**config.mk**
```make
export PLATFORM = sky130hd
export DESIGN_NAME = hazard_ctrl
export DESIGN_NICKNAME = d
export VERILOG_FILES = /design/src/rtl/hazard_ctrl.sv
export SDC_FILE = /design/constraint.sdc
export NUM_CORES = 1
export LEC_CHECK = 0
export CAP_MARGIN = 0
export CORE_MARGIN = 5
export CORE_UTILIZATION = 45
export DETAILED_ROUTE_END_ITERATION = 10
export GPL_TIMING_DRIVEN = 0
export PLACE_DENSITY = 0.73
export SLEW_MARGIN = 20
export SYNTH_ARGS = -nofsm -noshare
export SYNTH_HDL_FRONTEND = slang
export SYNTH_SLANG_ARGS = --single-unit
```
**constraint.sdc**
```tcl
create_clock -name stg_clk -period 3.6 [get_ports stg_clk]
set_input_delay 0.54 -clock stg_clk [delete_from_list [all_inputs] [get_ports stg_clk]]
set_output_delay 0.54 -clock stg_clk [all_outputs]
set_load 0.1 [all_outputs]
```
**src/rtl/hazard_ctrl.sv**
```systemverilog
// ---------------------------------------------------------------------------
// hazard_ctrl
//
// Purpose: pipeline interlock for a five-stage in-order pipeline. Tracks the
// destinations of the instructions in EX, MEM and WB with a small shift-register
// scoreboard, stalls decode on read-after-write hazards, squashes fetch/decode
// on a taken branch and counts stall cycles and flushes.
//
// Parameters:
//   WB_BYPASS  1 = register file writes through to same-cycle reads, so the
//              WB slot never causes a hazard
//   CNT_W      width of the saturating performance counters
//
// Ports:
//   stg_clk                      pipeline clock, rising edge
//   reset                        synchronous active-high reset
//   dec_valid                    instruction present in decode
//   dec_rs1/dec_rs2              decode source registers
//   dec_rs1_used/dec_rs2_used    source is actually read
//   dec_rd, dec_save_to_reg      decode destination and write enable
//   ex_branch_taken              branch resolved taken in EX this cycle
//   mem_busy                     global pipeline hold
//   if_ena/if_x                  fetch latch enable / bubble insert
//   id_ena/id_x                  decode latch enable / bubble insert
//   issue                        decode instruction advances into EX
//   stall_cycles                 saturating count of hazard-stall cycles
//   flush_events                 saturating count of taken-branch flushes
// ---------------------------------------------------------------------------
module hazard_ctrl #(
  parameter int WB_BYPASS = 0,
  parameter int CNT_W     = 16
) (
  input  logic             stg_clk,
  input  logic             reset,
  input  logic             dec_valid,
  input  logic [4:0]       dec_rs1,
  input  logic [4:0]       dec_rs2,
  input  logic             dec_rs1_used,
  input  logic             dec_rs2_used,
  input  logic [4:0]       dec_rd,
  input  logic             dec_save_to_reg,
  input  logic             ex_branch_taken,
  input  logic             mem_busy,
  output logic             if_ena,
  output logic             if_x,
  output logic             id_ena,
  output logic             id_x,
  output logic             issue,
  output logic [CNT_W-1:0] stall_cycles,
  output logic [CNT_W-1:0] flush_events
);

  typedef enum logic [1:0] {
    RUN   = 2'd0,
    STALL = 2'd1,
    FLUSH = 2'd2
  } state_e;

  localparam logic             CheckWb = (WB_BYPASS == 0);
  localparam logic [CNT_W-1:0] CntOne  = CNT_W'(1);
  localparam logic [CNT_W-1:0] CntMax  = '1;

  state_e           state_q, state_d;
  // Scoreboard slot 0 = EX, 1 = MEM, 2 = WB
  logic [2:0]       sbWr_q, sbWr_d;
  logic [4:0]       sbRd_q [3];
  logic [4:0]       sbRd_d [3];
  logic [CNT_W-1:0] stallCnt_q, stallCnt_d;
  logic [CNT_W-1:0] flushCnt_q, flushCnt_d;

  logic             rs1Hit, rs2Hit, hazard;
  logic             stallCase, flushCase;

  // x0 is hard-wired to zero, so a write to it never creates a dependence
  function automatic logic slotMatch(input logic wr, input logic [4:0] rd,
                                     input logic [4:0] src);
    return wr && (rd == src) && (src != 5'd0);
  endfunction

  // Compare each used source against the in-flight destinations; the WB slot
  // only counts when the register file cannot forward a same-cycle write
  always_comb begin
    rs1Hit = slotMatch(sbWr_q[0], sbRd_q[0], dec_rs1) |
             slotMatch(sbWr_q[1], sbRd_q[1], dec_rs1) |
             (CheckWb & slotMatch(sbWr_q[2], sbRd_q[2], dec_rs1));
    rs2Hit = slotMatch(sbWr_q[0], sbRd_q[0], dec_rs2) |
             slotMatch(sbWr_q[1], sbRd_q[1], dec_rs2) |
             (CheckWb & slotMatch(sbWr_q[2], sbRd_q[2], dec_rs2));
    hazard = dec_valid & ((dec_rs1_used & rs1Hit) | (dec_rs2_used & rs2Hit));
  end

  // Pipeline control outputs in strict priority: reset, global hold, taken
  // branch, post-branch flush cycle, hazard stall, normal flow. The stall and
  // flush case flags feed the performance counters.
  always_comb begin
    if_ena    = 1'b1;
    if_x      = 1'b0;
    id_ena    = 1'b1;
    id_x      = 1'b0;
    issue     = 1'b0;
    stallCase = 1'b0;
    flushCase = 1'b0;
    if (reset) begin
      if_ena = 1'b0;
      id_ena = 1'b0;
      if_x   = 1'b1;
      id_x   = 1'b1;
    end else if (mem_busy) begin
      if_ena = 1'b0;
      id_ena = 1'b0;
    end else if (ex_branch_taken) begin
      if_x      = 1'b1;
      id_x      = 1'b1;
      flushCase = 1'b1;
    end else if (state_q == FLUSH) begin
      // The instruction now in D was squashed last cycle: bubble it into EX
      // while fetch refills from the branch target
      id_x = 1'b1;
    end else if (hazard) begin
      if_ena    = 1'b0;
      id_x      = 1'b1;
      stallCase = 1'b1;
    end else begin
      issue = dec_valid;
    end
  end

  // Next state, scoreboard shift and counter increments. These are only
  // committed when the pipeline is not held.
  always_comb begin
    state_d = RUN;
    if (ex_branch_taken) begin
      state_d = FLUSH;
    end else if (hazard) begin
      state_d = STALL;
    end

    sbWr_d    = {sbWr_q[1:0], issue & dec_save_to_reg & (dec_rd != 5'd0)};
    sbRd_d[2] = sbRd_q[1];
    sbRd_d[1] = sbRd_q[0];
    sbRd_d[0] = issue ? dec_rd : 5'd0;

    stallCnt_d = stallCnt_q;
    if (stallCase && (stallCnt_q != CntMax)) begin
      stallCnt_d = stallCnt_q + CntOne;
    end
    flushCnt_d = flushCnt_q;
    if (flushCase && (flushCnt_q != CntMax)) begin
      flushCnt_d = flushCnt_q + CntOne;
    end
  end

  // State register: reset discards every pending scoreboard entry; mem_busy
  // freezes the whole block including the counters
  always_ff @(posedge stg_clk) begin
    if (reset) begin
      state_q    <= RUN;
      sbWr_q     <= '0;
      sbRd_q     <= '{default: '0};
      stallCnt_q <= '0;
      flushCnt_q <= '0;
    end else if (!mem_busy) begin
      state_q    <= state_d;
      sbWr_q     <= sbWr_d;
      sbRd_q     <= sbRd_d;
      stallCnt_q <= stallCnt_d;
      flushCnt_q <= flushCnt_d;
    end
  end

  assign stall_cycles = stallCnt_q;
  assign flush_events = flushCnt_q;

endmodule

```
# Yosys cells after proc, flatten, opt, wreduce, memory -nomap -nowiden

Cells that the tools add are included.

Equality and inequality tests: 9
Add/sub/neg operators: 2
Mux-type cells: 28
Reductions and logical operators: 19
Bitwise logic cells: 11

Operators by type and width:

| kind                                          | number |
|---|---|
| adder 16 x 1 -> 16 bit, second input constant | 2 |
| != test 16 bit, second input constant         | 2 |
| equality test 5 bit                           | 6 |
| two-way mux 1 bit                             | 26 |
| nonzero test 5 bit                            | 3 |
| logical AND 1 bit                             | 14 |
| bitwise AND 1 bit                             | 5 |
| two-way mux 5 bit                             | 1 |
| bitwise OR 1 bit                              | 5 |
| AND reduction 2 bit                           | 2 |
| equality test 2 bit, second input constant    | 1 |
| two-way mux 2 bit                             | 1 |
| inverter 1 bit                                | 1 |

Output and inout bits: 37
Register bits after elaboration: 52
Input bits: 23
Word-level logic and storage cells: 76

# Logic depth before layout (Yosys ltp)

Word-level depth: 15
Mapped depth: 9
Gate-level depth less buffers: 7

# Least setup slack after synthesis

No wires, ideal clock.

Path type: input-to-output
Start point: in mem_busy
End point: out if_ena
Path buffers: 1
Cell stages on the path: 3
Data arrival time: 2.984 ns
Data required time: 3.060 ns
Slack: 0.076 ns
Cells stage by stage: clkbuf_1 nor2_1 o31a_1

Longest elaborated chain between the ends: 2

RTL lines:

| item               | RTL line | source |
|---|---|---|
| start: declaration | 43       | `input logic mem_busy,` |
| two-way mux 1 bit  | 108      | `end else if (mem_busy) begin` |
| two-way mux 1 bit  | 103      | `if (reset) begin` |
| end: declaration   | 44       | `output logic if_ena,` |

Every way passes these cells.

# Worst setup path after layout

Start point: in dec_rs1[3]
End point: out if_ena

Longest elaborated chain between the ends: 13
Elaborated cells on any way between the ends: 20
Classes of those cells: eq/ne (3); mux (5); bitwise (5); reduce/logical (7)

RTL lines:

| item                           | RTL line | source |
|---|---|---|
| start: declaration             | 36       | `input logic [4:0] dec_rs1,` |
| equality test 5 bit            | 77       | `return wr && (rd == src) && (src != 5'd0);` |
| logical AND 1 bit (2 in a row) | 77       |  |
| bitwise OR 1 bit               | 83       | `rs1Hit = slotMatch(sbWr_q[0], sbRd_q[0], dec_rs1) \|` |
| bitwise OR 1 bit *             | 84       | `slotMatch(sbWr_q[1], sbRd_q[1], dec_rs1) \|` |
| bitwise AND 1 bit *            | 89       | `hazard = dec_valid & ((dec_rs1_used & rs1Hit) \| (dec_rs2_used & rs2Hit));` |
| bitwise OR 1 bit *             | 89       |  |
| bitwise AND 1 bit *            | 89       |  |
| two-way mux 1 bit *            | 119      | `end else if (hazard) begin` |
| two-way mux 1 bit *            | 115      | `end else if (state_q == FLUSH) begin` |
| two-way mux 1 bit *            | 111      | `end else if (ex_branch_taken) begin` |
| two-way mux 1 bit *            | 108      |  |
| two-way mux 1 bit *            | 103      |  |

Every way passes the cells marked *; elsewhere a longest branch is shown, timed or not.

==> flow_metrics.py <==
metrics = {
    "global_route": {
        "grt_usage_pct": 18.5,
        "grt_antenna_before_repair": 0,
        "grt_pass1_vias": 2437,
        "grt_pass1_wl_um": 11400,
        "grt-ovfl-total": 0,
        "grt_max_degree": 15,
    },
    "placed_design": {
        "dpl.cell_count": 438,
        "gp_congestion": 0.901,
        "portBuffers": 58,
        "pre_cts_ws_ns": -0.879,
        "hpwl_um": 5040,
    },
    "timing": {
        "setup_ws_ns": 0.0841,
        "final_max_slew_viol_count": 0,
        "fin_crit_sh_pct": 97.7,
        "rsz0062_at_grt": "false",
        "skew_ns": 0.00613,
        "fin_hold_ws_ns": 0.466,
        "relSlewSlack_pct": 34.3,
        "period_minus_slack_ns": 3.52,
        "tightestPinTransition_ns": 0.982,
        "setup_viol": 0,
        "fmax_mhz": 284,
        "hold_viol": 0,
    },
    "synth": {
        "synth_cells": 305,
        "synth-edff-count": 0,
        "syn-cell-area_sq_um": 2690,
        "synth_nets": 330,
        "ys_types": 36,
        "postSynthAreaPerCell_sq_um": 8.81,
        "synth-seq-cells": 52,
        "synth_warnings": 0,
        "async_flop_share_pct": 0,
        "synth_ff_type": "dfxtp_1",
        "ys_seq_area_share_pct": 38.8,
    },
    "setup_path": {
        "reg2reg_slack_ns": 1.18,
        "reg2reg_depth": 7,
        "critPathLaunchType": "input pin",
        "crit_slowest_cell": "clkdlybuf4s50_1",
        "path_max_fanout": 10,
        "r2r_start": "state_q[1]",
        "critPathKind": "input pin to output pin",
        "cpLargestDelayFamily": "buffers and inverters",
        "end_kind": "output pin",
        "regToRegEndpoint": "stall_cycles[7]",
        "worst-path-buf-inv": 4,
        "path_cells": "clkdlybuf4s50_1 -> xor2_1 -> nor4_2 -> nand3_1 -> and3_1 -> o22a_4 -> buf_6 -> buf_2 -> o31a_1 -> buf_4",
        "required_ns": 3.06,
        "cp.arrival_ns": 2.98,
        "cpPeakStageDelay_ns": 0.50,
    },
    "die": {
        "initial_utilization_pct": 45.9,
        "die-area_sq_um": 7620,
        "die_w_um": 87.3,
        "io_pins": 60,
        "fp-row-count": 28,
        "fp.coreArea_sq_um": 5850,
        "fp.dieH_um": 87.3,
    },
    "clocking": {
        "cts-root-buf": "clkbuf_8",
        "worstSkewPairLatency_ns": 0.30,
        "cts_max_level": 2,
        "cts_buffers": 5,
        "ctsHoldBuffers": 0,
        "path_clk_slew_ns": 0.08,
        "cts_max_path_buffers": 2,
        "clock_sinks": 52,
        "cts_tree": "done",
    },
    "route": {
        "final_antenna_net_count": 0,
        "dr_wl_met3_um": 320,
        "dr.pass1.iters": 4,
        "vias": 2415,
        "wl_met2_um": 3100,
        "wl_met1_um": 3020,
        "initialDrtViolationCount": 73,
        "routed_via_density": 5.43,
        "routed_wl_um": 6540,
        "wire_per_inst_um": 14.7,
        "top_layer": "met4",
        "drc": 0,
    },
    "power_and_ir_drop": {
        "p_int_uw": 759,
        "total_power_uw": 1030,
        "combPwrFrac_pct": 12.8,
        "p_seq_share_pct": 56.9,
        "p_sw_uw": 267,
        "p_per_area_nw_per_um2": 297,
        "leakagePower_uw": 0.00130,
        "ir_drop_mv": 0.201,
        "swShare_pct": 26.0,
        "pwr-share-clk_pct": 30.4,
    },
    "hold_path": {
        "min_from": "state_q[1]",
        "min_path_cells": 2,
        "min_to": "state_q[1]",
        "hold_path_class": "flop to flop",
    },
    "layout": {
        "final_common_cell": "dfxtp_1",
        "drive_above_1_share_pct": 5.68,
        "final_cell_mix": "dfxtp_1, clkdlybuf4s50_1, nor2_1",
        "nets": 395,
        "nFillCells": 521,
        "num_antenna_cells": 0,
        "area_delta_synth_final_pct": 28.7,
        "stdcell_count": 445,
    },
    "run_status": {
        "status": "finished, final reports clean",
    },
    "run": {
        "drv_cap": 0,
    },
}
-- registers in the layout, summed over array words and instances, names as in the netlist --
name / cells
flush_events: 16
sbWr_q: 3
sbRd_d: 10
state_q: 2
sbRd_q: 5
stall_cycles: 16
-- how the worst max path moves through the flow --
stage / start / end / slack [ns] / cells past startpoint
after floorplan: mem_busy / if_ena / 0.08 / 3
after global placement: dec_rs2[1] / issue / -0.85 / 9
after detailed placement: dec_rs2[1] / issue / -0.88 / 9
after CTS: dec_rs2[3] / id_x / 0.006 / 10
after global routing: dec_rs1[0] / if_ena / 0.001 / 10
final: dec_rs1[3] / if_ena / 0.08 / 10
-- worst min-delay path: cells and delay by family (launching register included) --
| kind | cells | cell delay (ns) |
|---|---|---|
| compound gates | 1 | 0.06 |
| simple gates | 1 | 0.06 |
| flops | 1 | 0.31 |
-- per-layer routing --
metal	global-route usage, %	vias up
met5	0	-
met4	5.44	0
met3	3.88	8
met2	30.3	61
met1	24.5	1116
li1	-	1230
-- stage by stage --
stage | util (%) | instance area [sq um] | setup TNS, ns
after floorplan | - | 2690 | 0
after global placement | 57.4 | 3360 | -2.62
after detailed placement | 57.4 | 3360 | -2.65
after CTS | 58.6 | 3430 | 0
after global routing | 59.1 | 3460 | 0
final | 59.1 | 3460 | 0
-- final cells by class --
cell class	instances	area, sq um	area share (%)
repair buffers	58	587	17.0
clock inverters	1	5.00	0.145
plain buffers	17	75.1	2.17
multi-input cells	235	1580	45.7
inverters	1	3.75	0.109
clock buffers	6	72.6	2.10
flip-flops and latches	52	1040	30.1
well taps	75	93.8	2.71
-- Yosys cell counts, drive strengths merged (2+ instances only) --
cell type	instances	area, sq um
ha	2	25.0
dfxtp	52	1040
or4	14	105
and4	6	52.6
nor2b	3	18.8
nand4	8	50.1
buf	6	33.8
nor2	38	143
mux2i	14	140
and2	4	25.0
nor3	3	15.0
xnor2	10	87.6
a21oi	17	85.1
a32oi	5	43.8
nor3b	3	22.5
nor4	9	62.6
o31ai	11	82.6
nand2b	4	25.0
and3	5	36.3
nand2	12	45.0
xor2	34	298
clkbuf	11	41.3
mux2	2	22.5
o21ai	7	35.0
or3	3	18.8
nand3	16	80.1
-- power groups by stage --
stage / sequential [uW] / clock (uW) / combinational, uW
4_1_cts: 583 / 321 / 131
3_3_place_gp: 597 / 0 / 131
5_1_grt: 584 / 343 / 140
3_5_place_dp: 597 / 0 / 131
2_1_floorplan: 606 / 0 / 68.9
6_report: 583 / 312 / 131
-- repair_timing --
action	4_1_cts	5_1_grt
setup endpoints to repair	4	4
resized for setup	20	12
pin swaps	0	2
setup buffers	0	0
endpoints found under the hold margin	0	0
-- cell families (layout without fill, tap and decap cells) --
logic type / after synthesis / in the layout / share of synthesized area, %
AOI/OAI and AO/OA: 45 / 45 / 10.9
xor gates and xnor gates: 44 / 44 / 14.3
adders and majority gates: 2 / 2 / 0.931
buffers and inverters: 18 / 83 / 2.93
DFF: 52 / 52 / 38.8
muxes: 16 / 16 / 6.05
and+or+nand+nor: 128 / 128 / 26.0
Power figures use the tool's default switching activity.
